==> src/rtl/if_id_queue_if.sv <==
// rtl/if_id_queue_if.sv - IF/ID instruction queue port bundle
// master = fetch/branch/ID drivers, slave = the queue itself.
interface if_id_queue_if;
  logic        if_valid;
  logic [31:0] if_pc;
  logic [31:0] if_inst;
  logic        branch_interception;
  logic        id_stall;
  logic        id_valid;
  logic [31:0] id_pc;
  logic [31:0] id_inst;
  logic        fetch_hold;
  logic        q_full;
  logic        drop_err;

  modport master (
    output if_valid, if_pc, if_inst, branch_interception, id_stall,
    input  id_valid, id_pc, id_inst, fetch_hold, q_full, drop_err
  );

  modport slave (
    input  if_valid, if_pc, if_inst, branch_interception, id_stall,
    output id_valid, id_pc, id_inst, fetch_hold, q_full, drop_err
  );
endinterface

==> src/rtl/if_id_queue.sv <==
// rtl/if_id_queue.sv - circular instruction queue between IF and ID
// Captures every IF word so an ID stall never loses an in-flight fetch; branch flushes all.
module if_id_queue #(
  parameter int DEPTH      = 4,
  parameter int HOLD_LEVEL = 3
) (
  input  logic         clk,
  input  logic         rst,
  if_id_queue_if.slave bus
);
  localparam int PW = $clog2(DEPTH);
  localparam int CW = PW + 1;

  logic [PW-1:0] wr_ptr_q, wr_ptr_d;
  logic [PW-1:0] rd_ptr_q, rd_ptr_d;
  logic [CW-1:0] count_q, count_d;
  logic          drop_err_q, drop_err_d;
  logic [31:0]   pc_mem_q   [DEPTH];
  logic [31:0]   inst_mem_q [DEPTH];

  logic full;
  logic not_empty;
  logic push;
  logic pop;

  // Full is decoded from registered count only, so a same-cycle pop never frees a slot for a push.
  assign full      = (count_q == CW'(DEPTH));
  assign not_empty = (count_q != '0);
  assign push      = bus.if_valid && !full && !bus.branch_interception;
  assign pop       = not_empty && !bus.id_stall && !bus.branch_interception;

  always_comb begin
    wr_ptr_d   = wr_ptr_q;
    rd_ptr_d   = rd_ptr_q;
    count_d    = count_q;
    drop_err_d = drop_err_q;
    if (bus.branch_interception) begin
      wr_ptr_d = '0;
      rd_ptr_d = '0;
      count_d  = '0;
    end else begin
      if (push) wr_ptr_d = wr_ptr_q + PW'(1);
      if (pop)  rd_ptr_d = rd_ptr_q + PW'(1);
      count_d = count_q + CW'(push) - CW'(pop);
      if (bus.if_valid && full) drop_err_d = 1'b1;
    end
  end

  always_ff @(posedge clk) begin
    if (rst) begin
      wr_ptr_q   <= '0;
      rd_ptr_q   <= '0;
      count_q    <= '0;
      drop_err_q <= 1'b0;
    end else begin
      wr_ptr_q   <= wr_ptr_d;
      rd_ptr_q   <= rd_ptr_d;
      count_q    <= count_d;
      drop_err_q <= drop_err_d;
    end
  end

  // Entry contents need no reset: count_q alone decides what is visible.
  always_ff @(posedge clk) begin
    if (push) begin
      pc_mem_q[wr_ptr_q]   <= bus.if_pc;
      inst_mem_q[wr_ptr_q] <= bus.if_inst;
    end
  end

  assign bus.id_valid   = not_empty;
  assign bus.id_pc      = not_empty ? pc_mem_q[rd_ptr_q]   : 32'h0;
  assign bus.id_inst    = not_empty ? inst_mem_q[rd_ptr_q] : 32'h0;
  assign bus.fetch_hold = (count_q >= CW'(HOLD_LEVEL));
  assign bus.q_full     = full;
  assign bus.drop_err   = drop_err_q;
endmodule

==> src/flat_wrapper.sv <==
// flat-port wrapper written by rule: the top's interface ports become plain ports
module if_id_queue_flat 
#(
  parameter int DEPTH      = 4,
  parameter int HOLD_LEVEL = 3
)
  (clk, rst, bus_if_valid, bus_if_pc, bus_if_inst, bus_branch_interception, bus_id_stall, bus_id_valid, bus_id_pc, bus_id_inst, bus_fetch_hold, bus_q_full, bus_drop_err);
  if_id_queue_if bus_i ();
  input  logic clk;
  input  logic rst;
  input wire logic [$bits(bus_i.if_valid)-1:0] bus_if_valid;
  input wire logic [$bits(bus_i.if_pc)-1:0] bus_if_pc;
  input wire logic [$bits(bus_i.if_inst)-1:0] bus_if_inst;
  input wire logic [$bits(bus_i.branch_interception)-1:0] bus_branch_interception;
  input wire logic [$bits(bus_i.id_stall)-1:0] bus_id_stall;
  output wire logic [$bits(bus_i.id_valid)-1:0] bus_id_valid;
  output wire logic [$bits(bus_i.id_pc)-1:0] bus_id_pc;
  output wire logic [$bits(bus_i.id_inst)-1:0] bus_id_inst;
  output wire logic [$bits(bus_i.fetch_hold)-1:0] bus_fetch_hold;
  output wire logic [$bits(bus_i.q_full)-1:0] bus_q_full;
  output wire logic [$bits(bus_i.drop_err)-1:0] bus_drop_err;
  assign bus_i.if_valid = bus_if_valid;
  assign bus_i.if_pc = bus_if_pc;
  assign bus_i.if_inst = bus_if_inst;
  assign bus_i.branch_interception = bus_branch_interception;
  assign bus_i.id_stall = bus_id_stall;
  assign bus_id_valid = bus_i.id_valid;
  assign bus_id_pc = bus_i.id_pc;
  assign bus_id_inst = bus_i.id_inst;
  assign bus_fetch_hold = bus_i.fetch_hold;
  assign bus_q_full = bus_i.q_full;
  assign bus_drop_err = bus_i.drop_err;
  if_id_queue #(.DEPTH(DEPTH), .HOLD_LEVEL(HOLD_LEVEL)) u_core (.clk(clk), .rst(rst), .bus(bus_i));
endmodule
==> config.mk <==
export PLATFORM = sky130hd
export DESIGN_NAME = if_id_queue_flat
export DESIGN_NICKNAME = d
export VERILOG_FILES = /design/src/rtl/if_id_queue_if.sv /design/src/rtl/if_id_queue.sv /design/src/flat_wrapper.sv
export SDC_FILE = /design/constraint.sdc
export NUM_CORES = 1
export LEC_CHECK = 0
export ABC_AREA = 1
export BUFFER_PORTS_ARGS = -buffer_cell sky130_fd_sc_hd__buf_2
export CAP_MARGIN = 20
export CORE_MARGIN = 1.5
export CORE_UTILIZATION = 45
export DETAILED_ROUTE_END_ITERATION = 10
export GPL_ROUTABILITY_DRIVEN = 0
export MAX_ROUTING_LAYER = met4
export PLACE_DENSITY = 0.77
export SLEW_MARGIN = 15
export SYNTH_ARGS = -nofsm -noshare
export SYNTH_HDL_FRONTEND = slang
export SYNTH_SLANG_ARGS = --single-unit
==> constraint.sdc <==
create_clock -name clk -period 5.9 [get_ports clk]
set_input_delay 0.59 -clock clk [delete_from_list [all_inputs] [get_ports clk]]
set_output_delay 0.59 -clock clk [all_outputs]
set_load 0.01 [all_outputs]
After elaboration in Yosys (flattened, before gate mapping). Memories as Yosys holds them, arrays and structs flattened. A register that Yosys moved wholly into a read port is not among the register bits. Cells that the tools add are included.

$add $sub $neg: 4. Order comparisons: 1. Equal/unequal tests: 1. Muxes and demuxes: 8. Bitwise gates (word level): 1. Reduce and logical (&&, ||, !) cells: 11.

Operator list (count): $mux W32 (2); $mux W2 (4); $logic_and A1 B1 Y1 (5); $add A2 B1 Y2 const B (2); $add A3 B1 Y3 (1); $eq A3 B3 Y1 const B (1); $ge A3 B2 Y1 const B (1); $logic_not A1 Y1 (3); $reduce_bool A3 Y1 (1); $sub A3 B1 Y3 (1); $mux W1 (2); $reduce_and A2 Y1 (1); $reduce_or A2 Y1 (1); $not A1 Y1 (1).

Bits in registers: 8. Memory bits (writable): 256. Input bits: 69. Output and inout port bits: 68. Memories kept: 2.

Memory list: u_core.inst_mem_q (depth 4, bits a word 32, read ports 1, clocked after memory_dff 1, write ports 1, RTL line if_id_queue.sv:19) `logic [31:0] inst_mem_q [DEPTH];`; u_core.pc_mem_q (depth 4, bits a word 32, read ports 1, clocked after memory_dff 1, write ports 1, RTL line if_id_queue.sv:18) `logic [31:0] pc_mem_q [DEPTH];`.

Depth between registers and ports, before layout. Gate-level depths: netlist (run 1).

Word-level depth: 6. Mapped depth: 10.

Worst setup path after synthesis (run 1). Ideal clock, no wire load.

Kind: input -> register. From: in bus_if_valid. To: mem u_core.inst_mem_q[0][0] (enable). Setup time: 486 ps. Data arrival time: 3612 ps. Required time: 5414 ps. Setup slack: 1802 ps. Cell stages on the path: 4. Path buffers: 0. Cell sequence: inv_1 -> nor2_1 -> nand2_1 -> nor2_1.

Cells in the longest elaborated chain, start to end: 4.

Ends and longest elaborated chain: start, declared (RTL line flat_wrapper.sv:11) `input wire logic [$bits(bus_i.if_valid)-1:0] bus_if_valid;`; $logic_and A1 B1 Y1 (2 in a row) (RTL line if_id_queue.sv:29) `assign push = bus.if_valid && !full && !bus.branch_interception;`; $mux W1 (RTL line if_id_queue.sv:65) `if (push) begin`; $mux W1 (implied by the code) (RTL line if_id_queue.sv:67) `inst_mem_q[wr_ptr_q] <= bus.if_inst;`; end, declared (RTL line if_id_queue.sv:19).

Every way passes these cells.

==> results.cfg, run 1 <==
[placement]
portBuffers = 136
dp_hpwl_um = 13000
place_ws_ns = 2.33
placed_cell_area_sq_mm = 0.0113

[route]
first_pass_iters = 5
wl_um = 22500
drcViolationCount = 0
vias = 6672
drt_first_iter_violations = 501
wl_per_cell_um = 17.7
ant_nets = 0
avgViaCountPerCell = 5.26

[setup_path]
cp.required_ns = 5.31
cp-start-kind = register
endpoint_kind = primary output
crit_path_max_fanout = 60
arrival_ns = 3.00
path_delay_family = buffers and inverters
crit_chain = clkinv_2 > buf_12 > buf_4 > o21ai_0 > a21oi_1 > buf_2
critical_path_class = reg2out
cp_slowest_stage_delay_ns = 0.76
worst-path-buf-inv = 4
cp_slowest_cell = dfxtp_4

[floorplanning]
coreArea_sq_mm = 0.0227
start_util_pct = 46.1
die-height_um = 155
std_cell_rows = 55
io_pins = 137
die_x_um = 155
dieArea_sq_mm = 0.0242

[timing]
setup_viol = 0
rsz0062_at_grt = no
skew_ns = 0.0109
slew_violations = 0
slew_headroom_pct = 33.9
setup_tns_ns = 0
fmax_ghz = 0.278
worstMarginPinSlew_ns = 0.988
hold_violations = 0
fin_ws_ns = 2.31
post-route-period-util_pct = 60.9
fin_crit_ns = 3.59

[clocking]
clock-sinks = 266
clockBufferDepth = 3
clk_latency_ns = 0.53
ctsHoldBuffers = 0
cts_root_buf = clkbuf_16
post_cts_resized = 0
postCtsSetupBuffers = 0
clk_pin_slew_ns = 0.06
ctsHtreeMaxLevel = 1
cts_tree = built
cts_buffers = 28

[synth]
yosysMostFrequentCell = nor2_1
syn_inst = 831
synth_common_cells = nor2_1 (275), edfxtp_1 (256), o21ai_0 (119)
synth.top_cell.area_share_pct = 73.5
ys_async_sr_fraction_pct = 0
syn_area_per_cell_sq_um = 12.6
synth_edf_count = 256
synth_area_leaders = edfxtp_1 (73%), nor2_1 (9.9%), o21ai_0 (5.7%), a21oi_1 (3.2%), dfxtp_1 (1.9%)
ys_seq_area_share_pct = 75.4
synthDistinctLibCells = 19
yosys_warnings = 0
syn_nets = 908
yosys_most_used_dff = edfxtp_1
synth_top_area_cell = edfxtp_1
ys_ff_latch = 266
syn_area_sq_mm = 0.0105

[grt]
grt_overflow = 0
grt_pass1_vias = 6495
grt_max_degree = 93
grt_use_total_pct = 19.1
grt_pass1_wl_um = 34700
antenna_found_initial = 2

[power_and_ir_drop]
power.leakage_nw = 4.48
vdd_drop_max_v = 0.000196
powerDensity_mw_per_mm2 = 325

[layout]
final_cell_area_sq_mm = 0.0122
fin_nets = 1036
layout-drive-gt1-share_pct = 19.6
area_growth_pct = 16.7
fill_cells = 1909

[worst_hold_path]
hp-class = in2reg

[run_status]
outcome = finished, final reports clean

[flow_run]
maxCapViolCount = 0
==> stage by stage <==
| stage | util, % | hold WS, ns | total power, mW | cells |
|---|---|---|---|---|
| 2_1_floorplan | - | 0.464 | 2.25 | 831 |
| 3_3_place_gp | 49.8 | 0.446 | 2.33 | 1213 |
| 3_5_place_dp | 49.8 | 0.465 | 2.34 | 1213 |
| 4_1_cts | 53.7 | 0.221 | 4.00 | 1265 |
| 5_1_grt | 53.8 | 0.236 | 4.09 | 1268 |
| 6_report | 53.8 | 0.235 | 3.97 | 1268 |
==> per-layer routing <==
metal  share of wire (%)  wire length [um]  global-route usage (%)  up-vias
met3                 5.4              1220                    3.01       35
met2                  50             11300                    32.4      189
met5                   0                 0                       -        -
li1                    -                 -                       -     3184
met4                 1.8               396                    4.76        0
met1                  43              9580                    24.1     3264
==> power by group <==
part	leakage (nW)	switching [mW]	internal, mW
clock network	0.426	0.683	0.988
registers	2.41	0.00962	2.11
logic	1.65	0.124	0.0586
==> sequential cells by signal (all words and copies together), names as in the netlist, named ones only <==
| signal | cells |
|---|---|
| u_core.wr_ptr_q | 2 |
| u_core.pc_mem_q | 128 |
| u_core.inst_mem_q | 128 |
| u_core.count_q | 3 |
| u_core.rd_ptr_q | 2 |
| u_core.bus.drop_err | 1 |
==> path summary, 6_finish.rpt <==
kind / endpoint / startpoint / slack, ns / cells after the start
worst min-delay path: u_core.bus.drop_err / rst / 0.23 / 2
worst max-delay path: bus_id_pc[27] / register / 2.31 / 6
worst min register to register: u_core.bus.drop_err / u_core.bus.drop_err / 0.48 / 2
worst max register to register: u_core.pc_mem_q[1][21] / u_core.count_q[1] / 3.22 / 5
==> layout by cell type, fill, tap and decap left out, types with 10 or more instances in the layout <==
cell type,instances
clkbuf_16,29
nor2_1,271
o21ai_1,10
inv_1,20
buf_2,136
a21oi_1,66
o21ai_0,119
nand2_1,12
edfxtp_1,256
==> worst reg2reg max path: stages (launching register included) <==
cell	delay (ns)
dfxtp_1	0.38
nor2_1	0.07
nand2_1	0.13
nand2_1	0.27
nor2_4	0.84
buf_4	0.62
==> cell families after synthesis <==
| kind of cell | count (synthesis) | synth area share [%] |
|---|---|---|
| AOI/OAI and AO/OA | 195 | 9.33 |
| DFF | 266 | 75.4 |
| buffers and inverters | 70 | 3.68 |
| adders and majority gates | 8 | 1.03 |
| xor gates and xnor gates | 1 | 0.0837 |
| and+or+nand+nor | 291 | 10.5 |
==> final cells by class <==
type | instances | area [sq um] | area share, %
Sequential cell | 266 | 7890 | 64.6
Multi-Input combinational cell | 495 | 2220 | 18.2
Timing Repair Buffer | 145 | 761 | 6.23
Clock buffer | 37 | 756 | 6.19
Tap cell | 285 | 357 | 2.92
Clock inverter | 15 | 129 | 1.06
Inverter | 23 | 90.1 | 0.738
Antenna cell | 2 | 5.00 | 0.0410
No activity file was read; power rests on OpenSTA's default activity.
==> run 2, diff against run 1 <==
- PLACE_DENSITY: 0.77 -> 0.79
- clock period: 5.9 -> 3 ns (I/O delays scaled with it)
==> results.cfg, run 2 (synthesis gave the netlist of run 1 again) <==
[run_status]
outcome = finished, final reports clean

[layout]
final_cell_mix = nor2_1 (271), edfxtp_1 (256), buf_2 (136), o21ai_0 (119), a21oi_1 (66)
final_common_cell = nor2_1
fin_nets = 1086
utilization_pct = 56.4
final_cells = 1315
area_growth_pct = 22.3
layout-drive-gt1-share_pct = 19.2
multi_input_area_sq_mm = 0.00222
fill_cells = 1762
area.sequential_sq_mm = 0.00789
reg_top3 = u_core.inst_mem_q x128, u_core.pc_mem_q x128, u_core.count_q x3

[setup_path]
cp-start-kind = register
crit_path_max_fanout = 84
critical_path_class = reg2out
cp_slowest_cell = buf_4
crit_chain = buf_4 > nor2_1 > nor2_1 > o21ai_0 > a21oi_1 > buf_2
arrival_ns = 2.34
endpoint_kind = primary output
cp_slowest_stage_delay_ns = 0.68
r2r_slack_ns = 0.95
cpMostUsedCell = nor2_1
cp.required_ns = 2.70

[power_and_ir_drop]
internal_power_mw = 6.32
power_mw = 7.88
powerDensity_mw_per_mm2 = 616
seqPwrFrac_pct = 52.8
p_sw_mw = 1.56
power_frac_comb_pct = 5.3
swShare_pct = 19.7
clkPwrFrac_pct = 42.0
power.leakage_nw = 4.74
vdd_drop_max_v = 0.000356

[timing]
setup_tns_ns = 0
fmax_ghz = 0.379
slew_headroom_pct = 41.7
skew_ns = 0.00845
setup_viol = 0
worst_hold_slack_ns = 0.0146
slew_violations = 0
fin_crit_ns = 2.64
post-route-period-util_pct = 87.8
hold_violations = 0
rsz0062_at_grt = no
worstMarginPinSlew_ns = 0.875

[worst_hold_path]
hp-class = in2reg

[grt]
grt_use_total_pct = 19.0
grt_max_degree = 85
grt_pass1_vias = 6841
grt_overflow = 0
grt_pass1_wl_um = 34800
antenna_found_initial = 1

[placement]
dp.cells = 1217
dp_hpwl_um = 12000
portBuffers = 136

[floorplanning]
die-height_um = 155
coreArea_sq_mm = 0.0227
die_x_um = 155
std_cell_rows = 55
dieArea_sq_mm = 0.0242
start_util_pct = 46.1
io_pins = 137

[clocking]
clk_latency_ns = 0.51
cts_tree = built
postCtsSetupBuffers = 0
ctsHtreeMaxLevel = 1
clock-sinks = 266
cts_buffers = 27
cts_root_buf = clkbuf_16
clockBufferDepth = 3
clk_pin_slew_ns = 0.06

[route]
first_pass_iters = 4
wl_um = 22000
ant_nets = 0
wl_per_cell_um = 16.7
drt_first_iter_violations = 498
vias = 6813
drcViolationCount = 0
avgViaCountPerCell = 5.18

[flow_run]
maxCapViolCount = 0
==> run 2: cell types whose count changed in the layout (fill, tap and decap cells not counted), sizes merged <==
cell         before  now
dlygate4sd3       0   48
clkinv           11    7
buf             145  148
clkbuf           37   39
clkinvlp          2    0
bufinv            2    3
diode             2    1
==> run 2: per-stage QoR <==
step | cell area (sq um) | setup WS (ns)
6_report | 12800 | 0.365
5_1_grt | 12800 | 0.169
3_3_place_gp | 11400 | 0.960
4_1_cts | 12800 | 0.343
2_1_floorplan | 10500 | -0.808
3_5_place_dp | 11400 | 0.903
==> run 2: worst max-delay path: cells and delay by family (launching register included) <==
kind,cells,cell delay [ns]
AO/OA/AOI/OAI,2,0.34
buffers and inverters,2,0.87
flip-flops,1,0.36
AND/OR/NAND/NOR,2,0.23
==> run 2: cell type report <==
cell class,instances,area share (%)
Tap cell,285,2.79
Sequential cell,266,61.7
Timing Repair Buffer,196,10.5
Clock inverter,10,1.07
Clock buffer,39,5.94
Antenna cell,1,0.0196
Inverter,23,0.684
Multi-Input combinational cell,495,17.4
==> run 2: per-layer routing <==
layer	vias up	track usage [%]	share of wire [%]
met2	202	31.6	49
met1	3294	24.3	44
li1	3279	-	-
met4	0	6.03	2.0
met5	-	-	0
met3	38	2.70	5.5
==> run 2: power groups by stage <==
stage | Sequential, mW | Combinational (mW) | Clock (mW)
after floorplan | 4.24 | 0.179 | 0
after global placement | 4.23 | 0.356 | 0
after detailed placement | 4.23 | 0.369 | 0
after CTS | 4.16 | 0.420 | 3.38
after global routing | 4.16 | 0.465 | 3.52
final | 4.16 | 0.417 | 3.31
==> run 2: path summary, 6_finish.rpt <==
path | from | endpoint | cells past startpoint
worst min register to register | u_core.bus.drop_err | u_core.bus.drop_err | 2
worst max register to register | u_core.count_q[1] | u_core.count_q[2] | 10
worst max-delay path | register | bus_id_pc[16] | 6
worst min-delay path | bus_if_pc[5] | u_core.pc_mem_q[3][5] | 1
==> run 2: timing repair <==
item / CTS / global route
hold endpoints to repair: 183 / 0
gates resized for setup: 0 / 0
hold buffers: 48 / 0
